===== src/rtl/operand_loader.sv =====
// Captures ALU operands/opcode from slide switches on debounced button presses.
// Latency DEBOUNCE_CYCLES+3 edges from raw press to load; no backpressure, coincident presses resolve push1 > push2 > push3 and losers drop.
module operand_loader #(
    parameter int DEBOUNCE_CYCLES = 500000,
    parameter int CNT_W           = 20
) (
    input  logic       clk,
    input  logic       rst_n,
    input  logic       push1,
    input  logic       push2,
    input  logic       push3,
    input  logic [3:0] no,
    output logic [3:0] a,
    output logic [3:0] b,
    output logic [1:0] sel,
    output logic       load_stb,
    output logic [1:0] ld_src
);

    localparam logic [CNT_W-1:0] CNT_MAX = CNT_W'(DEBOUNCE_CYCLES - 1);

    logic [2:0]       btn_raw;
    logic [2:0]       btn_s1;
    logic [2:0]       btn_s2;
    logic [3:0]       no_s1;
    logic [3:0]       no_s2;
    logic [2:0]       lvl;
    logic [2:0]       lvl_prev;
    logic [2:0]       press;
    logic [CNT_W-1:0] cnt [3];

    assign btn_raw = {push3, push2, push1};

    always_ff @(posedge clk or negedge rst_n) begin
        if (!rst_n) begin
            btn_s1 <= '0;
            btn_s2 <= '0;
            no_s1  <= '0;
            no_s2  <= '0;
        end else begin
            btn_s1 <= btn_raw;
            btn_s2 <= btn_s1;
            no_s1  <= no;
            no_s2  <= no_s1;
        end
    end

    // Any sample that agrees with the debounced level restarts the count.
    always_ff @(posedge clk or negedge rst_n) begin
        if (!rst_n) begin
            lvl <= '0;
            for (int i = 0; i < 3; i++) begin
                cnt[i] <= '0;
            end
        end else begin
            for (int i = 0; i < 3; i++) begin
                if (btn_s2[i] == lvl[i]) begin
                    cnt[i] <= '0;
                end else if (cnt[i] == CNT_MAX) begin
                    lvl[i] <= btn_s2[i];
                    cnt[i] <= '0;
                end else begin
                    cnt[i] <= cnt[i] + CNT_W'(1);
                end
            end
        end
    end

    always_ff @(posedge clk or negedge rst_n) begin
        if (!rst_n) begin
            lvl_prev <= '0;
            press    <= '0;
        end else begin
            lvl_prev <= lvl;
            press    <= lvl & ~lvl_prev;
        end
    end

    always_ff @(posedge clk or negedge rst_n) begin
        if (!rst_n) begin
            a        <= '0;
            b        <= '0;
            sel      <= '0;
            load_stb <= 1'b0;
            ld_src   <= 2'b00;
        end else begin
            load_stb <= |press;
            if (press[0]) begin
                a      <= no_s2;
                ld_src <= 2'b01;
            end else if (press[1]) begin
                b      <= no_s2;
                ld_src <= 2'b10;
            end else if (press[2]) begin
                sel    <= no_s2[1:0];
                ld_src <= 2'b11;
            end else begin
                ld_src <= 2'b00;
            end
        end
    end

endmodule


===== config.mk =====
export PLATFORM = sky130hd
export DESIGN_NAME = operand_loader
export DESIGN_NICKNAME = d
export VERILOG_FILES = /design/src/rtl/operand_loader.sv
export SDC_FILE = /design/constraint.sdc
export NUM_CORES = 1
export LEC_CHECK = 0
export ABC_AREA = 1
export BUFFER_PORTS_ARGS = -buffer_cell sky130_fd_sc_hd__buf_4
export CAP_MARGIN = 20
export CORE_UTILIZATION = 46
export DETAILED_ROUTE_END_ITERATION = 7
export GPL_TIMING_DRIVEN = 1
export SETUP_SLACK_MARGIN = 0.5
export SYNTH_ARGS = -nofsm -noshare
export SYNTH_HDL_FRONTEND = slang
export SYNTH_SLANG_ARGS = --single-unit

===== constraint.sdc =====
create_clock -name clk -period 1.9 [get_ports clk]
set_clock_uncertainty 0.05 [all_clocks]
set_input_delay 0.095 -clock clk [delete_from_list [all_inputs] [get_ports clk]]
set_output_delay 0.095 -clock clk [all_outputs]
set_load 0.01 [all_outputs]

[Word level (Yosys, flattened, before mapping)]
Index checks and enable logic that the tools add are counted.
Storage, ports and cells
  bits in writable memories: 0
  bits in latches: 0
  memories kept: 0
  memory bits (read-only): 0
  register bits: 96
  word-level logic and storage cells: 48
Cells by class
  equal/unequal tests: 6
  magnitude comparators: 0
  multiply operators: 0
  shift-type cells: 0
  add/sub/neg operators: 3
  div/mod/pow operators: 0
  reductions and logical operators: 6
  mux-type cells: 9
  bitwise gates (word level): 7
Operators with widths (number)
  $mux W20: 6
  $add A20 B1 Y20 const B: 3
  $eq A20 B19 Y1 const B: 3
  $reduce_and A2 Y1: 4
  $mux W2: 3
  $not A1 Y1: 5
  $and A3 B3 Y3: 1
  $eq A1 B1 Y1: 3
  $not A3 Y3: 1
  $reduce_and A3 Y1: 1
  $reduce_or A3 Y1: 1

[Longest topological paths before layout]
Gate-level depths: netlist (run 1).
  depth in word-level cells: 3
  gate-level depth with buffers: 9
  mapped depth without buffers: 9

[Least setup slack after synthesis (run 1)]
OpenSTA, ideal clock, no wires.
  path type: reg2reg
  start: register cnt[0] (netlist bit)
  end: register cnt[16] (netlist bit)
  library setup time: 0.120 ns
  slack: 0.576 ns
  cell stages (with the launch flop): 8
  data required time: 1.730 ns
  arrival: 1.154 ns
  path through: dfrtp_1 -> ha_1 -> nand2_2 -> nor2_2 -> nand2_2 -> nor2_2 -> nor3b_2 -> nor2_1
Between the ends
  word-level cells in the longest chain between the ends: 3
  elaborated cells between the ends (all ways): 4
Ends and longest elaborated chain
  start, declared: RTL line 30  | logic [CNT_W-1:0] cnt [3];
  start signal, assigned by index: RTL line 63  | cnt[i] <= cnt[i] + CNT_W'(1);
  $add A20 B1 Y20 or $eq A20 B19 Y1 (tied branches): RTL line 63, 59
  $mux W20 *: RTL line 59  | end else if (cnt[i] == CNT_MAX) begin
  $mux W20 *: RTL line 57  | if (btn_s2[i] == lvl[i]) begin
Every way passes the cells marked *; elsewhere a longest branch is shown, timed or not.
A chain may end at the register's enable or synchronous reset.

[Worst setup path in the final report (run 1)]
  start: register cnt[40] (netlist bit)
  end: register cnt[45] (netlist bit)
The elaborated chain is that of the path after synthesis.

==> out/results.ini, run 1 <==
[run_status]
status=finished clean

[sta]
worstMarginPinSlew_ns=0.556
grt_setup_unrepaired=yes
fin_crit_ns=1.44
drv_slew=0
fin_setup_tns_ns=0
setup_viol=0
relSlewSlack_pct=63.0
finalHoldViolCount=0
fmax_mhz=696
fin_crit_sh_pct=75.6

[detailed_routing]
wl_um=9310
drc=0
dr_total_vias=3641
vias_per_cell=4.85
ant_nets=0
dr.first_iter.drc_count=157
drt_first_pass_iters=4
wl_per_cell_um=12.4

[cts]
root_buffer=clkbuf_8
cts_max_level=3
clock_path_buffers=2
cts.clk_slew.worst_paths_ns=0.11
cts_tree=yes
cts_inserted_buffers=9
insertion_delay_ns=0.37
clock-sinks=96

[power]
power_density_nw_per_um2=639
clkPwrFrac_pct=37.9
intPower_uw=2680
seqPwrFrac_pct=57.3
leakage_uw=0.00251
p_sw_uw=969
power_frac_comb_pct=4.8
p_sw_share_pct=26.5
peakVddDrop_v=0.000408

[worst_setup_path]
crit_fanout=3
crit_chain=buf_4 -> inv_1 -> nor3_2 -> xor2_1 -> nor2_1
worstSetupPathType=flip-flop to flip-flop
slowest_stage=dfrtp_1
rr_startpoint=cnt[40]
cp-end-kind=flip-flop
cp_slowest_stage_delay_ns=0.43
critPathArrivalTime_ns=1.65
crit_required_ns=2.11
r2r_cells=5
critPathLaunchType=flip-flop
rrSetupSlack_ns=0.46
r2r_end=cnt[45]

[global_routing]
globalRouteOverflowTotal=0
first_global_vias=3385
grt_busiest_layer=met2
grtUsageTotal_pct=19.4
grt_pass1_wl_um=15700
grt_use_met3_pct=4.65
use_met1_pct=25.9
grt_max_degree=43
grt_util_met2_pct=31.5
antenna_found_initial=0

[die]
die_area_um2=10500
design.core.area_um2=9770
rows=36
start_util_pct=47.3
pin_count=22
die_x_um=102
die_h_um=102

[place]
dp.cells=707
dp_hpwl_um=6440
gp_congestion=0.883
portBuffers=21

[layout]
layout-drive-gt1-share_pct=25.3
final_net_count=624
seqCellArea_um2=2410
area_growth_pct=23.6
fill_cells=870
layout.cells.non_filler=750
multi_input_area_um2=2260
antenna_cells=0

[logic_synthesis]
synth.ff_latch_count=96
syn_area_um2=4630
synth_area_leaders=dfrtp_1 52%, nor2_1 9.8%, nand2_1 8.2%, inv_1 4.9%, nand3_1 4.3%
synthCells=552
ys_warn_count=0
syn_nets=564
yosys.cell_types.count=31
yosysTopAreaCellShare_pct=51.9
syn_area_per_cell_um2=8.38
post-synth-top-area-cell=dfrtp_1
seq_area_frac_synth_pct=51.9

[worst_hold_path]
hold_path_class=input pin to async pin

[job]
maxCapViolations=0

[layout make-up]
cell class / count / share of cell area (%)
Tap cell: 133 / 2.91
Inverter: 65 / 4.27
Clock buffer: 9 / 2.17
Timing Repair Buffer: 51 / 7.55
Multi-Input combinational cell: 389 / 39.4
Clock inverter: 7 / 1.51
Sequential cell: 96 / 42.2
[layer usage]
metal	vias to the layer above	wire length, um
li1	1852	-
met1	1707	4410
met2	70	4480
met3	12	295
met4	0	117
met5	-	0
[how the worst max path moves through the flow]
stage | from | endpoint | slack, ns | depth (start not counted)
2_1_floorplan | cnt[0] | cnt[16] | 0.58 | 7
3_3_place_gp | cnt[0] | cnt[18] | 0.42 | 6
3_5_place_dp | cnt[20] | cnt[34] | 0.40 | 7
4_1_cts | cnt[0] | cnt[14] | 0.50 | 6
5_1_grt | cnt[40] | cnt[58] | 0.38 | 9
6_report | cnt[40] | cnt[45] | 0.46 | 5
[registers in the layout, summed over array words and instances (netlist names)]
name,flops
a,4
lvl_prev,3
ld_src,2
btn_s1,3
cnt,60
no_s2,4
press,3
lvl,3
sel,2
btn_s2,3
no_s1,4
load_stb,1
b,4
[Yosys cell counts, drive strengths merged]
cell	number
nand3	44
o21bai	1
nor3	8
o21a	2
nand3b	1
ha	3
clkbuf	1
nor3b	6
o21ai	24
nor2	142
a21oi	3
and2	2
inv	65
xor2	23
nand4	9
nand2	115
dfrtp	96
xnor2	6
buf	1
[metrics by stage]
stage | utilization [%] | setup WS [ns] | cell area, um2 | hold slack (ns) | total power [uW]
4_1_cts | 55.2 | 0.499 | 5400 | 0.203 | 3700
3_3_place_gp | 51.0 | 0.420 | 4990 | 0.0848 | 2260
6_report | 58.5 | 0.463 | 5720 | 0.196 | 3650
5_1_grt | 58.5 | 0.377 | 5720 | 0.248 | 3820
2_1_floorplan | - | 0.576 | 4630 | -0.251 | 2180
3_5_place_dp | 51.0 | 0.402 | 4990 | 0.0802 | 2260
[worst max-delay path, delay by kind of cell (launching register included)]
family | cells | cell delay [ns]
XOR/XNOR | 1 | 0.23
buffers and inverters | 2 | 0.21
flip-flops | 1 | 0.43
AND/OR/NAND/NOR | 2 | 0.40
[what timing repair did]
action	4_1_cts	5_1_grt
buffers inserted	6	13
gates resized for setup	19	56
endpoints found under the hold margin	47	0
endpoints found under the setup margin	30	50
pin swaps	6	14
hold buffers	8	0
[cell families after synthesis]
logic type / share of synthesized area [%]
xor gates and xnor gates: 5.81
and+or+nand+nor: 32.5
adders and majority gates: 0.811
buffers and inverters: 5.46
DFF: 51.9
AOI/OAI and AO/OA: 3.49
[cells in the final DEF, fill, tap and decap left out, types with 2 or more instances in the layout]
master / n
ha_4: 2
nand3_2: 4
nor3b_1: 3
clkbuf_8: 9
inv_2: 6
clkinv_8: 2
nand3_4: 3
nand2_2: 12
nand2_1: 92
nand2_4: 11
o21a_1: 2
buf_4: 40
nor3_1: 3
xnor2_1: 4
inv_6: 3
nor3_2: 5
dfrtp_1: 89
dlygate4sd3_1: 8
o21ai_0: 18
nand3_1: 37
dfrtp_2: 7
a21oi_1: 3
xnor2_2: 2
nor2_1: 106
inv_1: 59
nor2_4: 16
o21ai_1: 4
nand4_1: 9
xor2_1: 21
buf_12: 2
nor2_2: 20
nor3b_2: 3
o21ai_2: 2
[power groups by stage]
stage / sequential [uW] / clock, uW / combinational [uW]
floorplan: 2130 / 0 / 53.0
global placement: 2130 / 0 / 132
detailed placement: 2130 / 0 / 132
CTS: 2090 / 1450 / 155
global route: 2100 / 1520 / 202
finish: 2090 / 1380 / 174
No activity file was read; power rests on OpenSTA's default activity.
==> inputs of run 2 (changes only) <==
--- a/config.mk
+++ b/config.mk
@@ -5,12 +5,13 @@
 export SDC_FILE = /design/constraint.sdc
 export NUM_CORES = 1
 export LEC_CHECK = 0
-export ABC_AREA = 1
+export ABC_AREA = 0
 export BUFFER_PORTS_ARGS = -buffer_cell sky130_fd_sc_hd__buf_4
 export CAP_MARGIN = 20
 export CORE_UTILIZATION = 46
 export DETAILED_ROUTE_END_ITERATION = 7
 export GPL_TIMING_DRIVEN = 1
+export PLACE_DENSITY = 0.65
 export SETUP_SLACK_MARGIN = 0.5
 export SYNTH_ARGS = -nofsm -noshare
 export SYNTH_HDL_FRONTEND = slang
==> constraint.sdc (replaced) <==
create_clock -name clk -period 1.2 [get_ports clk]
set_clock_uncertainty 0.05 [all_clocks]
set_input_delay 0.06 -clock clk [delete_from_list [all_inputs] [get_ports clk]]
set_output_delay 0.06 -clock clk [all_outputs]
set_load 0.01 [all_outputs]
==> run 2 against run 1 <==
The flow now finishes with violations (negative hold slack, negative setup slack). Critical path depth up 2. Final cell count shrank 12%. Sequential share of layout area down 5.0 points. Via count fell by 7.3%. Largest cell class unchanged.
==> out/results.ini, run 2 <==
[logic_synthesis]
synth_area_leaders=dfrtp_1 58%, xnor2_1 8.0%, nor2_1 6.1%, mux2_2 3.5%, nand4_1 2.6%  ; was dfrtp_1 52%, nor2_1 9.8%, nand2_1 8.2%, inv_1 4.9%, nand3_1 4.3%
syn_nets=388  ; was 564
synth-edff-count=0  ; unchanged
async_flop_share_pct=100  ; unchanged
synth_flop_cell=dfrtp_1  ; unchanged
yosysTopAreaCellShare_pct=57.8  ; was 51.9%
yosysMostFrequentCell=dfrtp_1  ; was nor2_1
yosys.cell_types.count=40  ; was 31
synthTopCellsByCount=96 x dfrtp_1, 67 x nor2_1, 38 x xnor2_1, 18 x nand3_1, 17 x nand4_1  ; was 121 x nor2_1, 101 x nand2_1, 96 x dfrtp_1, 61 x inv_1, 40 x nand3_1
seq_area_frac_synth_pct=57.8  ; was 51.9%
ys_warn_count=0  ; unchanged
syn_area_um2=4150  ; was 4630 um2
syn_area_per_cell_um2=11.0  ; was 8.38 um2
synthCells=376  ; was 552
synth.ff_latch_count=96  ; unchanged
post-synth-top-area-cell=dfrtp_1  ; unchanged

[power]
power_density_nw_per_um2=944  ; was 639 nW/um2
power_frac_comb_pct=6.9  ; was 4.8%
leakage_uw=0.00285  ; was 0.00251 uW
seqPwrFrac_pct=54.3  ; was 57.3%
p_sw_uw=1370  ; was 969 uW
p_sw_share_pct=22.5  ; was 26.5%
intPower_uw=4730  ; was 2680 uW
clkPwrFrac_pct=38.8  ; was 37.9%
peakVddDrop_v=0.000778  ; was 0.000408 V

[cts]
cts_tree=yes  ; unchanged
cts_inserted_buffers=9  ; unchanged
cts_max_level=3  ; unchanged
clock_path_buffers=2  ; unchanged
root_buffer=clkbuf_8  ; unchanged
clock-sinks=96  ; unchanged
insertion_delay_ns=0.36  ; was 0.37 ns
cts.clk_slew.worst_paths_ns=0.09  ; was 0.11 ns
hold_buffers=7  ; was 8

[global_routing]
first_global_vias=3532  ; was 3,385
grt_pass1_wl_um=16600  ; was 15,700 um
grtUsageTotal_pct=22.1  ; was 19.4%
grt_busiest_layer=met2  ; unchanged
grt_use_met3_pct=4.55  ; was 4.65%
grt_max_degree=46  ; was 43
use_met1_pct=27.8  ; was 25.9%
grt_util_met2_pct=38.2  ; was 31.5%
antenna_found_initial=0  ; unchanged
globalRouteOverflowTotal=0  ; unchanged

[worst_setup_path]
cp-end-kind=flip-flop  ; unchanged
worstSetupPathType=flip-flop to flip-flop  ; unchanged
crit_required_ns=1.39  ; was 2.11 ns
crit_fanout=5  ; was 3
critPathLaunchType=flip-flop  ; unchanged
critPathArrivalTime_ns=2.10  ; was 1.65 ns

[die]
rows=34  ; was 36
design.core.area_um2=8720  ; was 9770 um2
die_area_um2=9410  ; was 10,500 um2
start_util_pct=47.6  ; was 47.3%
pin_count=22  ; unchanged
die_x_um=97.0  ; was 102 um
die_h_um=97.0  ; was 102 um

[worst_hold_path]
hold_path_class=input pin to async pin  ; unchanged

[detailed_routing]
dr.first_iter.drc_count=61  ; was 157
drt_first_pass_iters=4  ; unchanged
drc=0  ; unchanged
dr_total_vias=3377  ; was 3,641
vias_per_cell=5.12  ; was 4.85
wl_um=9950  ; was 9310 um
wl_per_cell_um=15.1  ; was 12.4 um
ant_nets=0  ; unchanged

[sta]
grt_setup_unrepaired=yes  ; unchanged
drv_slew=0  ; unchanged
worstMarginPinSlew_ns=0.384  ; was 0.556 ns
hold_ws_ns=-0.470  ; was 0.196 ns
finalWorstSetupSlack_ns=-0.704  ; was 0.463 ns
fin_crit_ns=1.90  ; was 1.44 ns
fin_crit_sh_pct=159  ; was 75.6%
setup_viol=61  ; was 0
finalHoldViolCount=96  ; was 0
fmax_mhz=525  ; was 696 MHz
relSlewSlack_pct=74.1  ; was 63.0%

[layout]
area_growth_pct=55.8  ; was 23.6%
layout-drive-gt1-share_pct=48.4  ; was 25.3%
largest_register_ffs=60  ; unchanged
antenna_cells=0  ; unchanged
regMostFlops=cnt  ; unchanged
layout_commonest_cell=buf_4  ; was nor2_1
utilization_pct=74.2  ; was 58.5%
mostFrequentLayoutCells=115 x buf_4, 94 x dfrtp_1, 37 x xnor2_1  ; was 106 x nor2_1, 92 x nand2_1, 89 x dfrtp_1
final_net_count=559  ; was 624

[run_status]
failed_checks=negative hold slack, negative setup slack
status=finished, violations left  ; was finished clean

[job]
maxCapViolations=0  ; unchanged

[place]
dp_hpwl_um=5850  ; was 6440 um
portBuffers=21  ; unchanged
gp_congestion=0.781  ; was 0.883

==> run 2: cell types whose count changed in the layout (fill, tap and decap cells not counted), moves of 11 or more <==
cell and change:
buf_4 +75, buf_6 +32, inv_1 -45, mux2_4 +13
nand2_1 -77, nand2_2 -12, nand2_4 -11, nand3_1 -23
nor2_1 -73, o21ai_0 -12, xnor2_1 +33, xor2_1 -12
==> run 2: metrics by stage <==
step / setup slack, ns / instances / TNS, ns / cell area (um2) / total power, uW
after floorplan: -0.654 / 376 / -29.33 / 4340 / 3480
after global placement: -0.643 / 593 / -28.29 / 5340 / 3650
after detailed placement: -0.658 / 593 / -29.44 / 5340 / 3660
after CTS: -0.680 / 651 / -31.17 / 6260 / 6150
after global routing: -0.736 / 660 / -37.46 / 6470 / 6310
final: -0.704 / 660 / -34.23 / 6470 / 6110
==> run 2: path summary, 6_finish.rpt <==
check	from	to	slack, ns	cells after the start
worst min register to register	no_s1[0]	no_s2[0]	0.31	0
worst max register to register	cnt[54]	cnt[53]	-0.70	7
min in group clk	push1	btn_s1[0]	0.30	2
worst max-delay path	cnt[54]	cnt[53]	-0.70	7
worst min-delay path	rst_n	cnt[56]	-0.47	1
max in group asynchronous	rst_n	press[2]	1.03	2
==> run 2: critical path, stage by stage (launching register included) <==
cell      delay [ns]
dfrtp_1         0.42
or3_1           0.37
or3_4           0.40
o21bai_4        0.15
buf_6           0.14
buf_12          0.10
buf_16          0.11
nor2_2          0.04
==> run 2: cells by family after synthesis <==
| kind of cell | synth area share [%] |
|---|---|
| AOI/OAI and AO/OA | 3.22 |
| xor gates and xnor gates | 10.1 |
| adders and majority gates | 0.904 |
| buffers and inverters | 2.05 |
| DFF | 57.8 |
| muxes | 3.77 |
| and+or+nand+nor | 22.1 |
==> run 2: layout make-up <==
| cell class | instances | area (um2) |
|---|---|---|
| sequential | 96 | 2400 |
| fill | 543 | 2250 |
| multi-input combinational | 261 | 2130 |
| timing repair buffer | 165 | 1520 |
| clock buffer | 10 | 138 |
| tap | 108 | 135 |
| clock inverter | 6 | 90.1 |
| inverter | 14 | 52.6 |
==> run 2: repair_timing <==
action | in CTS | in global routing
endpoints found under the hold margin | 103 | 96
pin swaps | 19 | 17
setup buffers | 31 | 9
gates cloned | 4 | 0
gates resized for setup | 78 | 33
endpoints found under the setup margin | 94 | 95
==> run 2: power by group through the flow <==
stage / sequential, uW / combinational [uW] / clock, uW
after global placement: 3380 / 265 / 0
after floorplan: 3380 / 94.8 / 0
after CTS: 3320 / 404 / 2430
final: 3320 / 420 / 2370
after global routing: 3320 / 461 / 2530
after detailed placement: 3390 / 272 / 0
==> run 2: layer usage <==
metal	up-vias	part of all wire (%)
met4	0	1.5
li1	1646	-
met5	-	0
met3	16	2.5
met2	52	51
met1	1663	45
==> inputs of run 3 (changes only) <==
--- a/config.mk
+++ b/config.mk
@@ -11,7 +11,6 @@
 export CORE_UTILIZATION = 46
 export DETAILED_ROUTE_END_ITERATION = 7
 export GPL_TIMING_DRIVEN = 1
-export PLACE_DENSITY = 0.65
 export SETUP_SLACK_MARGIN = 0.5
 export SYNTH_ARGS = -nofsm -noshare
 export SYNTH_HDL_FRONTEND = slang
==> constraint.sdc (replaced) <==
create_clock -name clk -period 2.25 [get_ports clk]
set_clock_uncertainty 0.05 [all_clocks]
set_input_delay 0.1125 -clock clk [delete_from_list [all_inputs] [get_ports clk]]
set_output_delay 0.1125 -clock clk [all_outputs]
set_load 0.01 [all_outputs]
==> run 3 against run 2 <==
The run now ends clean. Combinational power shrank 56%. Setup slack gained 1.1 ns. Final cell count shrank 13%. Sequential share of layout area grew 7.0 points. Wire length shrank 20%. Critical path type unchanged. Highest routed layer unchanged.
==> out/results.ini, run 3 (synthesis results as in run 2) <==
[power]
clkPwrFrac_pct=37.9  ; was 38.8%
power_density_nw_per_um2=577  ; was 944 nW/um2
p_sw_share_pct=22.7  ; was 22.5%
leakage_uw=0.00228  ; was 0.00285 uW
peakVddDrop_v=0.000362  ; was 0.000778 V
p_sw_uw=715  ; was 1370 uW
seqPwrFrac_pct=56.3  ; was 54.3%
intPower_uw=2430  ; was 4730 uW
power_frac_comb_pct=5.9  ; was 6.9%

[cts]
clock-sinks=96  ; unchanged
cts_max_level=3  ; unchanged
root_buffer=clkbuf_8  ; unchanged
cts.clk_slew.worst_paths_ns=0.10  ; was 0.09 ns
insertion_delay_ns=0.36  ; about the same
cts_tree=yes  ; unchanged
clock_path_buffers=2  ; unchanged
cts_inserted_buffers=9  ; unchanged

[layout]
multi_input_area_um2=1910  ; was 2130 um2
layout-drive-gt1-share_pct=33.5  ; was 48.4%
mostFrequentLayoutCells=91 x dfrtp_1, 54 x buf_4, 45 x nor2_1  ; was 115 x buf_4, 94 x dfrtp_1, 37 x xnor2_1
layout_commonest_cell=dfrtp_1  ; was buf_4
antenna_cells=0  ; unchanged
area_growth_pct=31.3  ; was 55.8%
utilization_pct=62.5  ; was 74.2%
fill_cells=723  ; was 543
final_net_count=470  ; was 559
seqCellArea_um2=2410  ; was 2400 um2
largest_register_ffs=60  ; unchanged
regMostFlops=cnt  ; unchanged

[worst_setup_path]
cp-end-kind=flip-flop  ; unchanged
crit_required_ns=2.46  ; was 1.39 ns
critPathLaunchType=flip-flop  ; unchanged
worstSetupPathType=flip-flop to flip-flop  ; unchanged
critPathArrivalTime_ns=2.10  ; about the same
crit_fanout=4  ; was 5

[detailed_routing]
drt_first_pass_iters=4  ; unchanged
wl_met1_um=3710  ; was 4440 um
vias_per_cell=5.22  ; was 5.12
highest_layer=met4  ; unchanged
route.met3.wl_um=271  ; was 251 um
wl_met2_um=3920  ; was 5110 um
wl_um=8000  ; was 9950 um
dr.first_iter.drc_count=84  ; was 61
drc=0  ; unchanged
dr_total_vias=2979  ; was 3,377
ant_nets=0  ; unchanged
wl_per_cell_um=14.0  ; was 15.1 um

[die]
die_h_um=97.0  ; unchanged
rows=34  ; unchanged
die_area_um2=9410  ; unchanged
die_x_um=97.0  ; unchanged
pin_count=22  ; unchanged
design.core.area_um2=8720  ; unchanged
start_util_pct=47.6  ; unchanged

[place]
portBuffers=21  ; unchanged
dp_hpwl_um=4760  ; was 5850 um
gp_congestion=0.828  ; was 0.781

[sta]
grt_setup_unrepaired=yes  ; unchanged
setup_viol=0  ; was 61
fin_crit_sh_pct=84.2  ; was 159%
relSlewSlack_pct=72.0  ; was 74.1%
fmax_mhz=528  ; was 525 MHz
finalHoldViolCount=0  ; was 96
fin_crit_ns=1.89  ; was 1.90 ns
worstMarginPinSlew_ns=0.417  ; was 0.384 ns
drv_slew=0  ; unchanged
fin_setup_tns_ns=0  ; was -34.23 ns

[global_routing]
antenna_found_initial=0  ; unchanged
globalRouteOverflowTotal=0  ; unchanged
grtUsageTotal_pct=18.2  ; was 22.1%
grt_pass1_wl_um=14000  ; was 16,600 um
grt_max_degree=49  ; was 46
first_global_vias=2985  ; was 3,532

[run_status]
status=finished clean  ; was finished, violations left

[worst_hold_path]
hold_path_class=input pin to async pin  ; unchanged

[job]
maxCapViolations=0  ; unchanged

==> run 3: area by class of cell <==
cell class,count,area share [%]
Clock buffer,12,2.84
Clock inverter,4,1.08
Inverter,14,0.964
Multi-Input combinational cell,261,35.0
Sequential cell,96,44.2
Tap cell,108,2.48
Timing Repair Buffer,76,13.5
==> run 3: critical path, cell delays in order, from the launching register on <==
cell and delay [ns]:
dfrtp_1 0.42, or4_4 0.52, or3_4 0.40, nor2_2 0.11
mux2_4 0.30
==> run 3: path summary, 6_finish.rpt <==
| kind | cells after the start | from | end | slack [ns] |
|---|---|---|---|---|
| worst min-delay path | 2 | rst_n | cnt[56] | 0.15 |
| worst min register to register | 0 | no_s1[3] | no_s2[3] | 0.31 |
| min in group clk | 0 | no_s1[3] | no_s2[3] | 0.31 |
| max in group asynchronous | 3 | rst_n | cnt[36] | 1.37 |
| worst max-delay path | 4 | cnt[11] | lvl[2] | 0.36 |
| worst max register to register | 4 | cnt[11] | lvl[2] | 0.36 |
==> run 3: routing by layer <==
metal / vias up / track usage, %
li1: 1469 / -
met3: 13 / 4.19
met2: 43 / 29.3
met5: - / 0
met4: 0 / 6.08
met1: 1454 / 24.4
==> run 3: metrics by stage <==
| step | power, uW | area, um2 | setup slack (ns) | hold WS, ns | cells |
|---|---|---|---|---|---|
| after global routing | 3290 | 5450 | 0.299 | 0.168 | 571 |
| after detailed placement | 1910 | 4520 | 0.195 | 0.0129 | 507 |
| after floorplan | 1850 | 4180 | 0.396 | -0.233 | 376 |
| final | 3150 | 5450 | 0.356 | 0.151 | 571 |
| after global placement | 1910 | 4520 | 0.270 | 0.00587 | 507 |
| after CTS | 3170 | 5220 | 0.358 | 0.157 | 562 |
==> run 3: power groups by stage <==
stage,Clock [uW],Sequential (uW),Combinational (uW)
final,1190,1770,185
after global routing,1310,1780,206
after CTS,1240,1770,163
after detailed placement,0,1810,107
after global placement,0,1800,106
after floorplan,0,1800,45.1
==> run 3: repair_timing <==
action	CTS	global route
hold endpoints to repair	49	0
pin swaps	12	18
gates cloned	3	1
buffers inserted	28	8
setup endpoints to repair	57	56
hold buffers	8	0
resized for setup	26	43
